`src/rtl/vram_dump.sv`:
```
// vram_dump: SPI responder (mode 0) streaming Specialist VRAM bitmap/colour bytes to the ARM.
// Defining VRAM_DUMP_CRC_EN adds a CRC-8 over dumped bytes, read back with CMD_CRC.
`timescale 1ns/1ps
module vram_dump #(
  parameter logic [7:0] CMD_BMP = 8'h5A,
  parameter logic [7:0] CMD_CLR = 8'h5B,
  parameter logic [7:0] CMD_CRC = 8'h5F
) (
  input  logic        clk_ram,
  input  logic        reset,
  input  logic        SPI_SCK,
  input  logic        SPI_SS4,
  input  logic        SPI_DI,
  output logic        SPI_DO,
  output logic        SPI_DO_OE,
  output logic [13:0] vram_addr,
  output logic        vram_rd,
  input  logic [10:0] vram_q,
  output logic        busy
);

  typedef enum logic [2:0] {
    S_IDLE, S_CMD, S_ADDR_H, S_ADDR_L, S_FETCH, S_SEND, S_IGNORE
  } state_t;
  typedef enum logic [1:0] {MODE_BMP, MODE_CLR, MODE_CRC} mode_t;

  localparam logic [13:0] ADDR_LAST = 14'h2FFF;
  localparam logic [13:0] ADDR_END  = 14'h3000;

  state_t      state_q, state_d;
  mode_t       mode_q, mode_d;
  logic [2:0]  sck_pipe_q, sck_pipe_d;
  logic [2:0]  ss_pipe_q, ss_pipe_d;
  logic [1:0]  di_pipe_q, di_pipe_d;
  logic [6:0]  rx_q, rx_d;
  logic [2:0]  cnt_q, cnt_d;
  logic [5:0]  addr_hi_q, addr_hi_d;
  logic [13:0] addr_q, addr_d;
  logic [7:0]  tx_q, tx_d;
  logic [7:0]  pre_q, pre_d;
  logic        rd_q, rd_d;
  logic [1:0]  rd_pipe_q, rd_pipe_d;
  logic        rise_seen_q, rise_seen_d;

  logic        sck_rise, sck_fall, ss_rise, ss_fall, di_s, byte_done;
  logic [7:0]  rx_byte, rd_data, reload_byte;
  logic [13:0] start_addr, addr_inc;

`ifdef VRAM_DUMP_CRC_EN
  logic [7:0]  crc_q, crc_d, crc_run_q, crc_run_d, crc_step;
`endif

  assign sck_rise   = sck_pipe_q[1] & ~sck_pipe_q[2];
  assign sck_fall   = ~sck_pipe_q[1] & sck_pipe_q[2];
  assign ss_rise    = ss_pipe_q[1] & ~ss_pipe_q[2];
  assign ss_fall    = ~ss_pipe_q[1] & ss_pipe_q[2];
  assign di_s       = di_pipe_q[1];
  assign rx_byte    = {rx_q, di_s};
  assign byte_done  = sck_rise && (cnt_q == 3'd7);
  assign start_addr = {addr_hi_q, rx_byte};
  assign addr_inc   = (addr_q == ADDR_LAST) ? '0 : addr_q + 14'd1;
  assign rd_data    = (mode_q == MODE_CLR) ? {5'b0, vram_q[10:8]} : vram_q[7:0];

`ifdef VRAM_DUMP_CRC_EN
  // Bitwise MSB-first CRC-8 (poly 0x07) fed with the bit the initiator samples.
  assign crc_step    = {crc_run_q[6:0], 1'b0} ^ ((crc_run_q[7] ^ tx_q[7]) ? 8'h07 : 8'h00);
  assign reload_byte = (mode_q == MODE_CRC) ? crc_q : pre_q;
`else
  assign reload_byte = pre_q;
`endif

  // Synchroniser chains reset to "SS low", so a low SS at reset release yields no
  // fall edge and the block waits for SS to go high first.
  always_ff @(posedge clk_ram) begin
    if (reset) begin
      state_q     <= S_IDLE;
      mode_q      <= MODE_BMP;
      sck_pipe_q  <= '0;
      ss_pipe_q   <= '0;
      di_pipe_q   <= '0;
      rx_q        <= '0;
      cnt_q       <= '0;
      addr_hi_q   <= '0;
      addr_q      <= '0;
      tx_q        <= '0;
      pre_q       <= '0;
      rd_q        <= 1'b0;
      rd_pipe_q   <= '0;
      rise_seen_q <= 1'b0;
`ifdef VRAM_DUMP_CRC_EN
      crc_q       <= '0;
      crc_run_q   <= '0;
`endif
    end else begin
      state_q     <= state_d;
      mode_q      <= mode_d;
      sck_pipe_q  <= sck_pipe_d;
      ss_pipe_q   <= ss_pipe_d;
      di_pipe_q   <= di_pipe_d;
      rx_q        <= rx_d;
      cnt_q       <= cnt_d;
      addr_hi_q   <= addr_hi_d;
      addr_q      <= addr_d;
      tx_q        <= tx_d;
      pre_q       <= pre_d;
      rd_q        <= rd_d;
      rd_pipe_q   <= rd_pipe_d;
      rise_seen_q <= rise_seen_d;
`ifdef VRAM_DUMP_CRC_EN
      crc_q       <= crc_d;
      crc_run_q   <= crc_run_d;
`endif
    end
  end

  always_comb begin
    state_d = state_q;
    case (state_q)
      S_IDLE:   if (ss_fall) state_d = S_CMD;
      S_CMD: begin
        if (byte_done) begin
          if (rx_byte == CMD_BMP || rx_byte == CMD_CLR) state_d = S_ADDR_H;
`ifdef VRAM_DUMP_CRC_EN
          else if (rx_byte == CMD_CRC)                  state_d = S_FETCH;
`else
          else if (rx_byte == CMD_CRC)                  state_d = S_IGNORE;
`endif
          else                                          state_d = S_IGNORE;
        end
      end
      S_ADDR_H: if (byte_done) state_d = S_ADDR_L;
      S_ADDR_L: if (byte_done) state_d = S_FETCH;
      S_FETCH:  if (mode_q == MODE_CRC || rd_pipe_q[1]) state_d = S_SEND;
      S_SEND:   state_d = S_SEND;
      S_IGNORE: state_d = S_IGNORE;
      default:  state_d = S_IDLE;
    endcase
    if (ss_rise) state_d = S_IDLE;
  end

  always_comb begin
    sck_pipe_d  = {sck_pipe_q[1:0], SPI_SCK};
    ss_pipe_d   = {ss_pipe_q[1:0], SPI_SS4};
    di_pipe_d   = {di_pipe_q[0], SPI_DI};
    mode_d      = mode_q;
    rx_d        = rx_q;
    cnt_d       = cnt_q;
    addr_hi_d   = addr_hi_q;
    addr_d      = addr_q;
    tx_d        = tx_q;
    pre_d       = pre_q;
    rd_d        = 1'b0;
    rd_pipe_d   = {rd_pipe_q[0], rd_q};
    rise_seen_d = rise_seen_q;
`ifdef VRAM_DUMP_CRC_EN
    crc_d       = crc_q;
    crc_run_d   = crc_run_q;
`endif

    if (sck_rise) begin
      rx_d  = rx_byte[6:0];
      cnt_d = cnt_q + 3'd1;
    end
    if (ss_fall) cnt_d = '0;

    case (state_q)
      S_CMD: begin
        if (byte_done) begin
          rise_seen_d = 1'b0;
          if (rx_byte == CMD_CLR)      mode_d = MODE_CLR;
          else if (rx_byte == CMD_BMP) mode_d = MODE_BMP;
          else                         mode_d = MODE_CRC;
`ifdef VRAM_DUMP_CRC_EN
          if (rx_byte == CMD_BMP || rx_byte == CMD_CLR) begin
            crc_d     = '0;
            crc_run_d = '0;
          end
`endif
        end
      end
      S_ADDR_H: if (byte_done) addr_hi_d = rx_byte[5:0];
      S_ADDR_L: begin
        if (byte_done) begin
          addr_d      = (start_addr < ADDR_END) ? start_addr : '0;
          rd_d        = 1'b1;
          rise_seen_d = 1'b0;
        end
      end
      S_FETCH: begin
        if (mode_q == MODE_CRC) tx_d = reload_byte;
        else if (rd_pipe_q[1])  tx_d = rd_data;
      end
      S_SEND: begin
        if (rd_pipe_q[1]) pre_d = rd_data;
        if (sck_rise) begin
          rise_seen_d = 1'b1;
`ifdef VRAM_DUMP_CRC_EN
          if (mode_q != MODE_CRC) begin
            crc_run_d = crc_step;
            if (cnt_q == 3'd7) crc_d = crc_step;
          end
`endif
        end
        // The fall trailing the last command/address bit has no preceding data
        // rise, so it is skipped; the 8th fall of each byte loads the prefetch.
        if (sck_fall && rise_seen_q) begin
          rise_seen_d = 1'b0;
          if (cnt_q == 3'd0) begin
            tx_d = reload_byte;
          end else begin
            tx_d = {tx_q[6:0], 1'b0};
            if (cnt_q == 3'd7 && mode_q != MODE_CRC) begin
              addr_d = addr_inc;
              rd_d   = 1'b1;
            end
          end
        end
      end
      default: ;
    endcase

    if (ss_rise) rd_d = 1'b0;
  end

  always_comb begin
    SPI_DO    = 1'b0;
    SPI_DO_OE = 1'b0;
    busy      = 1'b0;
    case (state_q)
      S_ADDR_H, S_ADDR_L: busy = 1'b1;
      S_FETCH: begin
        SPI_DO_OE = 1'b1;
        busy      = 1'b1;
      end
      S_SEND: begin
        SPI_DO    = tx_q[7];
        SPI_DO_OE = 1'b1;
        busy      = 1'b1;
      end
      default: ;
    endcase
  end

  assign vram_rd   = rd_q;
  assign vram_addr = addr_q;

endmodule

```
`config.mk`:
```
export PLATFORM = sky130hd
export DESIGN_NAME = vram_dump
export DESIGN_NICKNAME = d
export VERILOG_FILES = /design/src/rtl/vram_dump.sv
export SDC_FILE = /design/constraint.sdc
export NUM_CORES = 1
export LEC_CHECK = 0
export CAP_MARGIN = 5
export CORE_MARGIN = 4
export CORE_UTILIZATION = 27
export CTS_CLUSTER_DIAMETER = 50
export DETAILED_ROUTE_END_ITERATION = 10
export PLACE_DENSITY_LB_ADDON = 0.12
export SLEW_MARGIN = 20
export SYNTH_ARGS = -nofsm -noshare
export SYNTH_HDL_FRONTEND = slang
export SYNTH_SLANG_ARGS = --single-unit
```
`constraint.sdc`:
```
create_clock -name clk_ram -period 1.9 [get_ports clk_ram]
set_clock_uncertainty 0.1 [all_clocks]
set_input_delay 0.285 -clock clk_ram [delete_from_list [all_inputs] [get_ports clk_ram]]
set_output_delay 0.285 -clock clk_ram [all_outputs]
set_load 0.005 [all_outputs]
```
==> results <==
- The number of standard cells in the final layout excluding fillers is 607.
- The initial utilization of the core area, before any placement, comes to 27.8%.
- In this run the tightest slew margin relative to its limit is 63.0%.
- The type of the worst min-delay path is in -> reg.
- The sequential power share is 40.5%.
- The flow ran to the end, and the final reports show no timing, DRC or antenna violations.
- The number of placed instances, taps included, is 583.
- The number of nets produced by synthesis is 395.
- Setup repair after global routing could not meet its margin everywhere.
- At the worst endpoint, the required time is 1.51 ns.
- The total power per unit cell area is 724 mW/mm^2.
- With fillers left out, the area of the finished cells amounts to 0.00456 mm^2.
- Synthesis produced a netlist whose cell count is 375.
- The final count of hold timing violations is 0.
- The cts-stage hold buffer count is 0.
- Across the run, the number of max-cap violations was 0.
- The floorplan step defined a die boundary enclosing 0.0136 mm^2.
- STA classifies the critical path endpoint as an output pin.
- The internal power of the cells totals 2.56 mW.
- The number of global-route vias before repair is 3085.
- The adder-cell share of the synthesized area is 1.57%.
- The total standard cell area after synthesis is 0.00319 mm^2.
- Counting flops with an async set or reset pin after synthesis yields a share of 0%.
- The detailed router's first-iteration violation count is 223.
- The post-route fraction of the period consumed by the critical path is 97.3%.
- The die is 117 um wide.
- At the end of routability-driven placement, the weighted congestion stood at 0.818.
- The maximum frequency from static timing analysis is 541 MHz.
- The combinational share of power is 3.9%.
- Synthesis inferred 63 register bits.
- In this run, synthesis inferred 0 flip-flops with an integrated enable.
- Summing internal, switching and leakage power gives 3.30 mW.
- Leaving out fill and tap cells, the most frequent cell in the layout is sky130_fd_sc_hd__dfxtp_1.
- The number of antenna violations at the first check in global routing is 0.
- The reported net switching power is 0.739 mW.
- The I/O pin count is 34.
- The number of antenna diodes in the final layout is 0.
- For this block, the routed nets add up to 10200 um of wire.
- The arrival time of data at the critical path endpoint is 1.46 ns.
- The later-pin clock latency in the skew report is 0.33 ns.
- The total CTS buffers is 9.
- For this run, the number of Yosys warnings is 0.
- The worst setup slack before clock tree synthesis is -0.0882 ns.
- For this run the aggregate overflow at the end of global routing stands at 0.
- The wire length per cell is 16.7 um.
- The critical path is of the reg -> out type.
- The total of endpoints with negative setup slack in the final report is 0.
- In the synthesized netlist, mux cells make up 6.04% of the area.
- The synthesized netlist devotes 23.4% of its cell area to compound gates.
- The number of slew-limit violations in the final report is 0.
- The worst setup path is launched from a register.
- Net switching is 22.4% of the power.
- The transition at the pin with the smallest max-transition slack is 0.549 ns.
- Summing the areas of all xor and xnor instances in the mapped netlist gives 0% of the synthesized area.
- Clock-pin slew was measured on the worst setup and hold paths at 0.06 ns.
- After Yosys synthesis, and, or, nand and nor cells account for 25.1% of the synthesized area.
- The pre-antenna-repair detailed-routing pass consisted of 5 iterations.
- The total cell area at the placement stage is 0.00404 mm^2.
- The worst-case IR drop observed on VDD is 0.440 mV.
- The clock root buffer master is sky130_fd_sc_hd__clkbuf_16.
- The main combinational cell family by area after synthesis is simple AND/OR/NAND/NOR gates.
- The mean instance size in the synthesized netlist is 8.50 um^2.
- The total of buffers placed on input and output ports is 33.
- The post-detailed-placement half-perimeter wirelength is 7280 um.
- The die height is 117 um.
- In this run the static leakage power is 1.65 nW.
- TritonCTS built the clock tree.
- The number of unique standard cell types used by synthesis is 56.
- The final routed DRC violation total is 0.
- Entering global routing, the biggest net connects 52 pins.
- The post-layout worst setup margin is 0.0507 ns.
- Cells with a size suffix above 1 make up 24.8% of the layout.
- The first-pass GRT wire length is 16300 um.
- The final-stage net count is 479.
- The total area inside the core boundary comes to 0.0115 mm^2.
- The detailed-route vias per instance is 5.11.
- The clock period minus final worst setup slack is 1.85 ns.
- The clock power share is 55.6%.
- No sink is reached through more buffers than the 2 on the longest clock path.
- The overall routing resource usage is 15.6%.
- Row generation in the floorplan step produced 39 rows.
- In the final timing run, aggregate negative setup slack is 0 ns.
- The H-tree was split into 3 levels.
- Leaving out fill and tap cells, the most frequent cells in the layout are sky130_fd_sc_hd__dfxtp_1, sky130_fd_sc_hd__buf_4, sky130_fd_sc_hd__nand2_1.
- Detailed routing inserted a total of 3102 vias.
- In this run the worst path has a maximum fanout of 5.
- The worst hold margin is 0.319 ns.
- For this design, the sink count on the clock tree is 63.
- In this run the remaining antenna-violating nets after routing total 0.
- Cells fill 39.7% of the core in the end.
- The synthesis-to-finish area growth is 42.8%.
- For this run, the leading register cell type out of synthesis is sky130_fd_sc_hd__dfxtp_1.
- Summing the sequential cell areas from Yosys gives 39.5% of the chip area.
## path summary, 6_finish.rpt
path                start            end  slack (ns)  cells past startpoint
max reg2reg      cnt_q[1]  vram_addr[11]        0.07                      8
min reg2reg  rd_pipe_q[0]   rd_pipe_q[1]        0.33                      1
min                 reset   addr_hi_q[1]        0.32                      3
max            state_q[1]      SPI_DO_OE        0.05                      3
## per-layer routing
metal / global-route usage, % / routed length [um] / vias to the layer above
met5: 0 / 0 / -
met4: 4.82 / 154 / 0
met3: 3.52 / 395 / 13
met2: 25.9 / 4840 / 58
met1: 20.0 / 4770 / 1475
li1: - / - / 1556
## repair_timing
| item | in CTS | in global routing |
|---|---|---|
| setup buffers | 1 | 6 |
| resized for setup | 13 | 24 |
| cloned | 1 | 0 |
| pin swaps | 3 | 11 |
| setup endpoints to repair | 12 | 33 |
## synth_stat cells, types with 2 or more instances
cell type	instances	area, um^2
sky130_fd_sc_hd__nor2b_1	18	113
sky130_fd_sc_hd__nand4_1	4	25.0
sky130_fd_sc_hd__a32oi_1	2	17.5
sky130_fd_sc_hd__and3_1	2	12.5
sky130_fd_sc_hd__mux2_2	2	22.5
sky130_fd_sc_hd__buf_2	6	30.0
sky130_fd_sc_hd__inv_1	11	41.3
sky130_fd_sc_hd__nor4_1	6	37.5
sky130_fd_sc_hd__o21ai_0	15	75.1
sky130_fd_sc_hd__ha_1	4	50.1
sky130_fd_sc_hd__nand2_1	44	165
sky130_fd_sc_hd__a222oi_1	5	50.1
sky130_fd_sc_hd__a211oi_1	5	37.5
sky130_fd_sc_hd__clkbuf_1	15	56.3
sky130_fd_sc_hd__nand4_2	2	25.0
sky130_fd_sc_hd__nor2_1	20	75.1
sky130_fd_sc_hd__or4_1	3	22.5
sky130_fd_sc_hd__buf_1	2	7.51
sky130_fd_sc_hd__a311o_1	2	20.0
sky130_fd_sc_hd__o31ai_1	5	37.5
sky130_fd_sc_hd__and2_1	2	12.5
sky130_fd_sc_hd__nor3_1	9	45.0
sky130_fd_sc_hd__a21o_1	4	30.0
sky130_fd_sc_hd__dfxtp_1	63	1260
sky130_fd_sc_hd__o221ai_1	3	26.3
sky130_fd_sc_hd__nand3_1	14	70.1
sky130_fd_sc_hd__nand3b_1	6	45.0
sky130_fd_sc_hd__a22oi_1	2	15.0
sky130_fd_sc_hd__nand2b_1	9	56.3
sky130_fd_sc_hd__a32o_1	2	20.0
sky130_fd_sc_hd__o211ai_1	10	75.1
sky130_fd_sc_hd__mux2i_1	17	170
sky130_fd_sc_hd__nor3b_1	4	30.0
sky130_fd_sc_hd__a21oi_1	35	175
## worst max-delay path, cell delays in order (launching register included)
cell and delay (ns):
sky130_fd_sc_hd__dfxtp_2 0.33, sky130_fd_sc_hd__nand2b_4 0.17, sky130_fd_sc_hd__inv_2 0.12, sky130_fd_sc_hd__clkdlybuf4s50_1 0.51
## flip-flops by register name, summed over array words and instances (netlist names), 3 cells and up
register / flops
pre_q: 8
addr_hi_q: 6
vram_addr: 14
rx_q: 7
state_q: 3
sck_pipe_q: 3
cnt_q: 3
ss_pipe_q: 3
tx_q: 8
## power by group through the flow
stage / Clock (mW) / Sequential (mW) / Combinational [mW]
6_report: 1.83 / 1.34 / 0.129
3_3_place_gp: 0 / 1.37 / 0.128
3_5_place_dp: 0 / 1.37 / 0.128
5_1_grt: 1.94 / 1.34 / 0.142
4_1_cts: 1.88 / 1.34 / 0.129
2_1_floorplan: 0 / 1.36 / 0.0574
## logic make-up after synthesis
family / count (synthesis)
AO/OA/AOI/OAI: 104
adder cells (fa/ha/maj): 4
multiplexers: 19
flip-flops: 63
AND/OR/NAND/NOR: 150
buffers and inverters: 35
## final cells by class
| type | count | area, um^2 |
|---|---|---|
| Tap cell | 143 | 179 |
| Clock buffer | 9 | 225 |
| Clock inverter | 7 | 103 |
| Inverter | 12 | 45.0 |
| Timing Repair Buffer | 96 | 835 |
| Multi-Input combinational cell | 277 | 1900 |
| Sequential cell | 63 | 1270 |
| Fill cell | 1185 | 6910 |
Power figures use the tool's default switching activity.
